===== src/rtl/matmul_load_sequencer_pkg.sv =====
// ---------------------------------------------------------------------------
// matmul_load_sequencer_pkg
// Shared constants and FSM state encoding for the matmul load sequencer.
//   DWIDTH/EXPONENT/MANTISSA : fp16 element format
//   MAT_MUL_SIZE / ROW_ELEMS : elements packed into one BRAM row
//   ROWS                     : rows per matrix (A, then B)
//   AWIDTH                   : BRAM address width
//   WR_LAT                   : cycles from addr_pi to the matching write strobe
// ---------------------------------------------------------------------------
package matmul_load_sequencer_pkg;

    localparam int DWIDTH       = 16;
    localparam int EXPONENT     = 5;
    localparam int MANTISSA     = 10;
    localparam int MAT_MUL_SIZE = 32;
    localparam int ROW_ELEMS    = MAT_MUL_SIZE;
    localparam int ROWS         = 32;
    localparam int AWIDTH       = 7;
    localparam int WR_LAT       = 2;
    localparam int ROW_BITS     = ROW_ELEMS * DWIDTH;

    // DRAIN starts in the cycle the last B row is issued on addr_pi. Its strobe
    // lands WR_LAT cycles later; the remaining cycles keep the RAM write port
    // quiet so start_mat_mul rises three cycles after the final we_b.
    localparam int DRAIN_CYCLES = WR_LAT + 3;

    typedef enum logic [2:0] {
        ST_IDLE   = 3'd0,
        ST_FILL_A = 3'd1,
        ST_FILL_B = 3'd2,
        ST_DRAIN  = 3'd3,
        ST_RUN    = 3'd4,
        ST_FIN    = 3'd5
    } state_t;

endpackage


===== src/rtl/matmul_load_sequencer_row_packer.sv =====
// ---------------------------------------------------------------------------
// matmul_load_sequencer_row_packer
// Packs ROW_ELEMS consecutive stream elements into one BRAM row.
//   clk, reset     : clock, asynchronous active-low reset
//   i_clear        : synchronous clear of counter and row
//   i_valid        : element accepted this cycle
//   i_data         : element value
//   o_last_accept  : combinational, the accepted element completes the row
//   o_row_full     : 1-cycle pulse, o_row_data holds a complete row
//   o_row_data     : packed row, element k at [k*DWIDTH +: DWIDTH]
// ---------------------------------------------------------------------------
module matmul_load_sequencer_row_packer
    import matmul_load_sequencer_pkg::*;
(
    input  logic                clk,
    input  logic                reset,
    input  logic                i_clear,
    input  logic                i_valid,
    input  logic [DWIDTH-1:0]   i_data,
    output logic                o_last_accept,
    output logic                o_row_full,
    output logic [ROW_BITS-1:0] o_row_data
);

    localparam int            CW       = $clog2(ROW_ELEMS);
    localparam logic [CW-1:0] LAST_IDX = CW'(ROW_ELEMS - 1);

    logic [CW-1:0]     r_elem_cnt;
    logic              r_row_full;
    logic [DWIDTH-1:0] r_elem [ROW_ELEMS];
    logic              w_last;

    assign w_last        = i_valid && (r_elem_cnt == LAST_IDX);
    assign o_last_accept = w_last;
    assign o_row_full    = r_row_full;

    always_ff @(posedge clk or negedge reset) begin
        if (!reset) begin
            r_elem_cnt <= '0;
            r_row_full <= 1'b0;
        end else if (i_clear) begin
            r_elem_cnt <= '0;
            r_row_full <= 1'b0;
        end else begin
            r_row_full <= w_last;
            if (i_valid) begin
                r_elem_cnt <= w_last ? '0 : r_elem_cnt + 1'b1;
            end
        end
    end

    // One register per element slot. A completed row is cleared in its
    // row_full cycle, but slot 0 may already take the next row's first
    // element in that same cycle, so the write has priority over the clear.
    generate
        for (genvar gi = 0; gi < ROW_ELEMS; gi++) begin : g_elem
            always_ff @(posedge clk or negedge reset) begin
                if (!reset) begin
                    r_elem[gi] <= '0;
                end else if (i_clear) begin
                    r_elem[gi] <= '0;
                end else if (i_valid && (r_elem_cnt == CW'(gi))) begin
                    r_elem[gi] <= i_data;
                end else if (r_row_full) begin
                    r_elem[gi] <= '0;
                end
            end
            assign o_row_data[gi*DWIDTH +: DWIDTH] = r_elem[gi];
        end
    endgenerate

endmodule


===== src/rtl/matmul_load_sequencer.sv =====
// ---------------------------------------------------------------------------
// matmul_load_sequencer
// Feeds the fp16 32x32 matmul wrapper: packs a valid/ready element stream
// into 32 rows of matrix A then 32 rows of matrix B, writes them through
// addr_pi/data_pi/we_a/we_b, then holds start_mat_mul until done_mat_mul.
//   clk, reset             : clock, asynchronous active-low reset
//   cmd_go                 : 1-cycle pulse starting an operation (IDLE only)
//   s_valid/s_ready/s_data : element stream, row-major, A first then B
//   enable_writing_to_mem  : address-mux select for the A/B write path
//   addr_pi                : row address, WR_LAT cycles ahead of the strobe
//   data_pi                : packed row, held between strobes
//   we_a, we_b             : single-cycle write strobes
//   start_mat_mul          : level, high throughout RUN
//   done_mat_mul           : completion from the matmul core
//   busy                   : high outside IDLE
//   op_done                : 1-cycle pulse at the end of an operation
// ---------------------------------------------------------------------------
module matmul_load_sequencer
    import matmul_load_sequencer_pkg::*;
(
    input  logic                clk,
    input  logic                reset,
    input  logic                cmd_go,
    input  logic                s_valid,
    output logic                s_ready,
    input  logic [DWIDTH-1:0]   s_data,
    output logic                enable_writing_to_mem,
    output logic [AWIDTH-1:0]   addr_pi,
    output logic [ROW_BITS-1:0] data_pi,
    output logic                we_a,
    output logic                we_b,
    output logic                start_mat_mul,
    input  logic                done_mat_mul,
    output logic                busy,
    output logic                op_done
);

    localparam int            RW         = $clog2(ROWS);
    localparam logic [RW-1:0] LAST_ROW   = RW'(ROWS - 1);
    localparam logic [2:0]    DRAIN_LAST = 3'(DRAIN_CYCLES - 1);

    state_t              r_state;
    state_t              w_state_next;
    logic [2:0]          r_drain_cnt;

    logic                w_fill;
    logic                w_accept;
    logic                w_last_accept;
    logic                w_last_row;
    logic                w_row_full;
    logic                w_clear;
    logic [ROW_BITS-1:0] w_row_data;

    logic [RW-1:0]       r_row_idx;
    logic [AWIDTH-1:0]   r_addr_pi;
    logic [ROW_BITS-1:0] r_row_hold;
    logic [ROW_BITS-1:0] r_data_pi;
    logic                r_we_a;
    logic                r_we_b;
    logic                r_pipe_vld [WR_LAT];
    logic                r_pipe_sel [WR_LAT];

    assign w_fill     = (r_state == ST_FILL_A) || (r_state == ST_FILL_B);
    assign w_accept   = s_valid && w_fill;
    assign w_last_row = w_last_accept && (r_row_idx == LAST_ROW);
    assign w_clear    = (r_state == ST_IDLE);

    assign addr_pi = r_addr_pi;
    assign data_pi = r_data_pi;
    assign we_a    = r_we_a;
    assign we_b    = r_we_b;

    matmul_load_sequencer_row_packer u_packer (
        .clk           (clk),
        .reset         (reset),
        .i_clear       (w_clear),
        .i_valid       (w_accept),
        .i_data        (s_data),
        .o_last_accept (w_last_accept),
        .o_row_full    (w_row_full),
        .o_row_data    (w_row_data)
    );

    // ---------------- FSM ----------------
    always_ff @(posedge clk or negedge reset) begin
        if (!reset) begin
            r_state     <= ST_IDLE;
            r_drain_cnt <= '0;
        end else begin
            r_state     <= w_state_next;
            r_drain_cnt <= (r_state == ST_DRAIN) ? r_drain_cnt + 1'b1 : '0;
        end
    end

    // The FILL states advance on the edge that accepts the last element of
    // the 32nd row, so the row-issue cycle already shows the next state:
    // s_ready stays high across the A->B boundary and drops right after B.
    always_comb begin
        w_state_next          = r_state;
        s_ready               = 1'b0;
        enable_writing_to_mem = 1'b0;
        start_mat_mul         = 1'b0;
        busy                  = 1'b1;
        op_done               = 1'b0;
        case (r_state)
            ST_IDLE: begin
                busy = 1'b0;
                if (cmd_go) w_state_next = ST_FILL_A;
            end
            ST_FILL_A: begin
                s_ready               = 1'b1;
                enable_writing_to_mem = 1'b1;
                if (w_last_row) w_state_next = ST_FILL_B;
            end
            ST_FILL_B: begin
                s_ready               = 1'b1;
                enable_writing_to_mem = 1'b1;
                if (w_last_row) w_state_next = ST_DRAIN;
            end
            ST_DRAIN: begin
                enable_writing_to_mem = 1'b1;
                if (r_drain_cnt == DRAIN_LAST) w_state_next = ST_RUN;
            end
            ST_RUN: begin
                start_mat_mul = 1'b1;
                if (done_mat_mul) w_state_next = ST_FIN;
            end
            ST_FIN: begin
                op_done      = 1'b1;
                w_state_next = ST_IDLE;
            end
            default: begin
                busy         = 1'b0;
                w_state_next = ST_IDLE;
            end
        endcase
    end

    // ---------------- row index / address issue ----------------
    // The index wraps to 0 on the 32nd row, so B restarts at row 0.
    always_ff @(posedge clk or negedge reset) begin
        if (!reset) begin
            r_row_idx <= '0;
            r_addr_pi <= '0;
        end else if (w_clear) begin
            r_row_idx <= '0;
        end else if (w_last_accept) begin
            r_addr_pi <= AWIDTH'(r_row_idx);
            r_row_idx <= w_last_row ? '0 : r_row_idx + 1'b1;
        end
    end

    // ---------------- write pipeline ----------------
    // Stage 0 is loaded together with addr_pi; the strobe registers sample
    // the last stage, giving exactly WR_LAT cycles between address and
    // strobe. The packed row is parked in r_row_hold during its row_full
    // cycle because the packer starts clearing it for the next row.
    always_ff @(posedge clk or negedge reset) begin
        if (!reset) begin
            r_pipe_vld[0] <= 1'b0;
            r_pipe_sel[0] <= 1'b0;
            r_row_hold    <= '0;
            r_data_pi     <= '0;
            r_we_a        <= 1'b0;
            r_we_b        <= 1'b0;
        end else begin
            r_pipe_vld[0] <= w_last_accept;
            r_pipe_sel[0] <= (r_state == ST_FILL_B);
            if (w_row_full) begin
                r_row_hold <= w_row_data;
            end
            r_we_a <= r_pipe_vld[WR_LAT-1] && !r_pipe_sel[WR_LAT-1];
            r_we_b <= r_pipe_vld[WR_LAT-1] &&  r_pipe_sel[WR_LAT-1];
            if (r_pipe_vld[WR_LAT-1]) begin
                r_data_pi <= r_row_hold;
            end
        end
    end

    generate
        for (genvar gi = 1; gi < WR_LAT; gi++) begin : g_pipe
            always_ff @(posedge clk or negedge reset) begin
                if (!reset) begin
                    r_pipe_vld[gi] <= 1'b0;
                    r_pipe_sel[gi] <= 1'b0;
                end else begin
                    r_pipe_vld[gi] <= r_pipe_vld[gi-1];
                    r_pipe_sel[gi] <= r_pipe_sel[gi-1];
                end
            end
        end
    endgenerate

endmodule

===== config.mk =====
export PLATFORM = sky130hd
export DESIGN_NAME = matmul_load_sequencer
export DESIGN_NICKNAME = d
export VERILOG_FILES = /design/src/rtl/matmul_load_sequencer_pkg.sv /design/src/rtl/matmul_load_sequencer_row_packer.sv /design/src/rtl/matmul_load_sequencer.sv
export SDC_FILE = /design/constraint.sdc
export NUM_CORES = 2
export LEC_CHECK = 0
export CELL_PAD_IN_SITES_DETAIL_PLACEMENT = 1
export CELL_PAD_IN_SITES_GLOBAL_PLACEMENT = 1
export CORE_MARGIN = 4
export CORE_UTILIZATION = 30
export DETAILED_ROUTE_END_ITERATION = 8
export GPL_TIMING_DRIVEN = 0
export PLACE_DENSITY_LB_ADDON = 0.1
export SETUP_SLACK_MARGIN = 0.5
export SLEW_MARGIN = 20
export SYNTH_ARGS = -nofsm -noshare
export SYNTH_HDL_FRONTEND = slang
export SYNTH_SLANG_ARGS = --single-unit

===== constraint.sdc =====
create_clock -name clk -period 3 [get_ports clk]
set_input_delay 0.3 -clock clk [delete_from_list [all_inputs] [get_ports clk]]
set_output_delay 0.3 -clock clk [all_outputs]
set_load 0.1 [all_outputs]

==> flow_summary.json <==
{
  "initial_utilization_pct": 30.19,
  "synthesis.area_um2": 61140,
  "rr_worst_depth": 7,
  "numCtsBuffers": 180,
  "cp-start-kind": "register",
  "vias_per_cell": 4.757,
  "path_class": "register to register",
  "cts_tree": "built",
  "reg2reg_from": "u_packer.r_elem_cnt[1]",
  "hpwl_um": 141800,
  "antenna_found_initial": 12,
  "arrival_ns": 3.23,
  "cts_max_level": 4,
  "core-area_um2": 202500,
  "grt_pass1_wl_um": 297700,
  "nNetsFinal": 4874,
  "dieArea_um2": 211100,
  "clkSinkCount": 1564,
  "ys_seq_elements": 1564,
  "seq_power_share_pct": 46.9,
  "yosys_warnings": 0,
  "cpMaxStageDelayCell": "dfrtp_1",
  "finalClockSkew_ns": 0.02916,
  "fin_crit_sh_pct": 84.64,
  "cp_data_required_time_ns": 3.69,
  "clk_pin_slew_ns": 0.06,
  "insertion_delay_ns": 0.83,
  "syn_inst": 4071,
  "intPower_mw": 44.45,
  "area_growth_pct": 27.70,
  "worst_setup_path_end_kind": "register",
  "path_max_fanout": 10,
  "drt_iter0_drc": 1899,
  "dpl_worst_slack_ns": -0.3704,
  "cts-root-buf": "clkbuf_16",
  "hold_viol_final": 172,
  "die_w_um": 459.5,
  "synth_edf_count": 0,
  "cap_violations": 0,
  "rrSetupSlack_ns": 0.46,
  "globalplace.congestion": 0.7441,
  "hp-class": "input port to async pin",
  "synth_flop_cell": "dfrtp_1",
  "power.switching_mw": 19.61,
  "hold_buffers": 11,
  "r2r-end": "addr_pi[3]",
  "slew_violations": 0,
  "rsz0062_at_grt": "true",
  "overflow": 0,
  "async_flop_share_pct": 100.0,
  "period_needed_ns": 2.539,
  "num_vias": 36420,
  "ios": 547,
  "tightest_slew_ns": 1.139,
  "violations": "hold timing",
  "wl_um": 207200,
  "cts_buffer_depth": 3,
  "die_h_um": 459.5,
  "outcome": "complete, but fails checks",
  "power_leakage_nw": 46.03,
  "wl_per_cell_um": 27.06,
  "drive_gt1_share_pct": 35.52,
  "track_usage_pct": 19.45,
  "hold_slack_ns": -0.5701,
  "combPwrFrac_pct": 18.8,
  "max_stage_delay_ns": 0.41,
  "drc_errors": 0,
  "swShare_pct": 30.61,
  "pwr-share-clk_pct": 34.4,
  "p_per_area_nw_per_um2": 820.5,
  "max_freq_ghz": 0.3938,
  "synth.avg_cell_area_um2": 15.02,
  "slew_headroom_pct": 23.92,
  "finalPower_mw": 64.07,
  "dr.pass1.iters": 4,
  "path_cells": "ha_1, and3_1, ha_1, nand3b_1, nor2_4, buf_2, mux2_2",
  "setup_viol": 0,
  "grt_pass1_vias": 39820,
  "rows": 165,
  "portBuffers": 544,
  "setup_ws_ns": 0.4608,
  "synth_cell_types": 45,
  "grt_max_degree": 140,
  "final_antenna_net_count": 0,
  "cpMostUsedCell": "ha_1",
  "synth_seq_area_share_pct": 64.01,
  "irDropWorstVdd_v": 0.0007176
}
==> area by class of cell <==
cell class                      instances  area [µm²]
Fill cell                           20420      124400
Sequential cell                      1564       39140
Multi-Input combinational cell       2168       20530
Timing Repair Buffer                  589        7341
Clock buffer                          278        5398
Tap cell                             2672        3343
Buffer                                332        1772
Clock inverter                         36       505.5
Inverter                                8       30.03
Antenna cell                            9       22.52
==> power groups by stage <==
stage / sequential, mW / combinational [mW] / clock, mW
final: 30.0 / 12.0 / 22.0
after global routing: 30.7 / 13.2 / 23.7
after CTS: 30.1 / 12.3 / 22.8
after detailed placement: 30.5 / 12.2 / 0
after global placement: 30.6 / 11.4 / 0
after floorplan: 31.8 / 6.23 / 0
==> how the worst max path moves through the flow <==
stage | start | endpoint | slack [ns] | cells after the start
after global routing | u_packer.r_elem_cnt[1] | addr_pi[3] | 0.32 | 7
after global placement | reset | data_pi[411] | -74.26 | 1
after CTS | r_state[0] | u_packer.o_row_data[3] | 0.20 | 7
after detailed placement | r_pipe_vld[0] | data_pi[76] | -0.37 | 4
final | u_packer.r_elem_cnt[1] | addr_pi[3] | 0.46 | 7
after floorplan | r_state[2] | enable_writing_to_mem | 0.55 | 4
==> cell usage in the layout, fill, tap and decap left out, types with 4 or more instances in the layout <==
cell and instances:
a32o_1 32, and2_1 5, and4b_1 4, buf_1 9
buf_12 24, buf_16 17, buf_2 140, buf_4 30
buf_6 17, bufinv_16 6, clkbuf_1 137, clkbuf_16 184
clkbuf_2 62, clkbuf_4 11, clkbuf_8 45, clkdlybuf4s15_1 22
clkdlybuf4s15_2 119, clkdlybuf4s50_1 19, clkinv_2 18, dfrtp_1 1563
diode_2 9, dlygate4sd3_1 7, dlymetal6s2s_1 354, ha_1 10
inv_1 8, inv_16 4, mux2_2 1029, mux2i_1 480
nand2_1 20, nand3_1 488, nand3_4 29, nor2_4 5
nor2b_1 5, o211ai_1 4, o21ai_0 7
==> kinds of logic (layout without fill, tap and decap cells) <==
family          Yosys count  after routing  share of synthesized area [%]
compound gates           55             55                         0.7878
xor+xnor                  4              4                        0.06959
fa+ha+maj                10             10                         0.2046
buf+inv                 340           1243                          2.599
flops                  1564           1564                          64.01
mux                    1509           1509                          26.81
other cells               1             11                       0.006133
simple gates            588            588                          5.517
==> cells in the mapped netlist, drive strengths merged (5+ instances only) <==
| cell type | number | area, µm² |
|---|---|---|
| clkbuf | 172 | 645.6 |
| nand2 | 22 | 82.58 |
| nor2b | 5 | 31.28 |
| dfrtp | 1564 | 39140 |
| mux2i | 480 | 4805 |
| ha | 10 | 125.1 |
| nand3 | 518 | 2960 |
| inv | 8 | 30.03 |
| o21ai | 7 | 35.03 |
| a32o | 32 | 320.3 |
| buf | 160 | 913.4 |
| nor2 | 7 | 28.78 |
| and2 | 7 | 43.79 |
| mux2 | 1029 | 11590 |
==> worst max-delay path, delay by kind of cell (launching register included) <==
| family | cells | cell delay, ns |
|---|---|---|
| adders and majority gates | 2 | 0.55 |
| buffers and inverters | 1 | 0.32 |
| DFF | 1 | 0.41 |
| muxes | 1 | 0.37 |
| and+or+nand+nor | 3 | 0.77 |
==> flip-flops by register name, summed over array words and instances (netlist names), 2 cells and up <==
name / cells
r_row_hold: 512
r_pipe_sel: 2
r_state: 3
r_row_idx: 5
r_pipe_vld: 2
addr_pi: 5
r_drain_cnt: 3
u_packer.r_elem_cnt: 5
data_pi: 512
u_packer.o_row_data: 512
==> per-stage QoR <==
| stage | TNS [ns] | hold WS [ns] | cells | utilization, % | area, µm² |
|---|---|---|---|---|---|
| after floorplan | 0 | 0.004409 | 4072 | - | 61150 |
| after global placement | - | 0.3347 | 7288 | 34.53 | 69940 |
| after detailed placement | -37.26 | 0.3115 | 7319 | 34.86 | 70610 |
| after CTS | 0 | -0.6264 | 7644 | 38.02 | 76990 |
| after global routing | 0 | -0.5777 | 7649 | 38.55 | 78070 |
| final | 0 | -0.5701 | 7656 | 38.56 | 78080 |
==> timing repair <==
action                                  4_1_cts  5_1_grt
hold endpoints to repair                    165      103
endpoints found under the setup margin     1810     1018
setup buffers                                 0        3
resized for setup                           470      453
pin swaps                                     1        3
==> routing by layer <==
metal  GRT usage [%]  vias to the layer above  wire [µm]
met5               0                        -          0
li1                -                    16100          -
met3           3.454                      215       8114
met1           26.57                    19440      95230
met2           31.90                      668      99000
met4           5.161                        0       4841
Note: power is estimated with default switching activity, not from simulation.
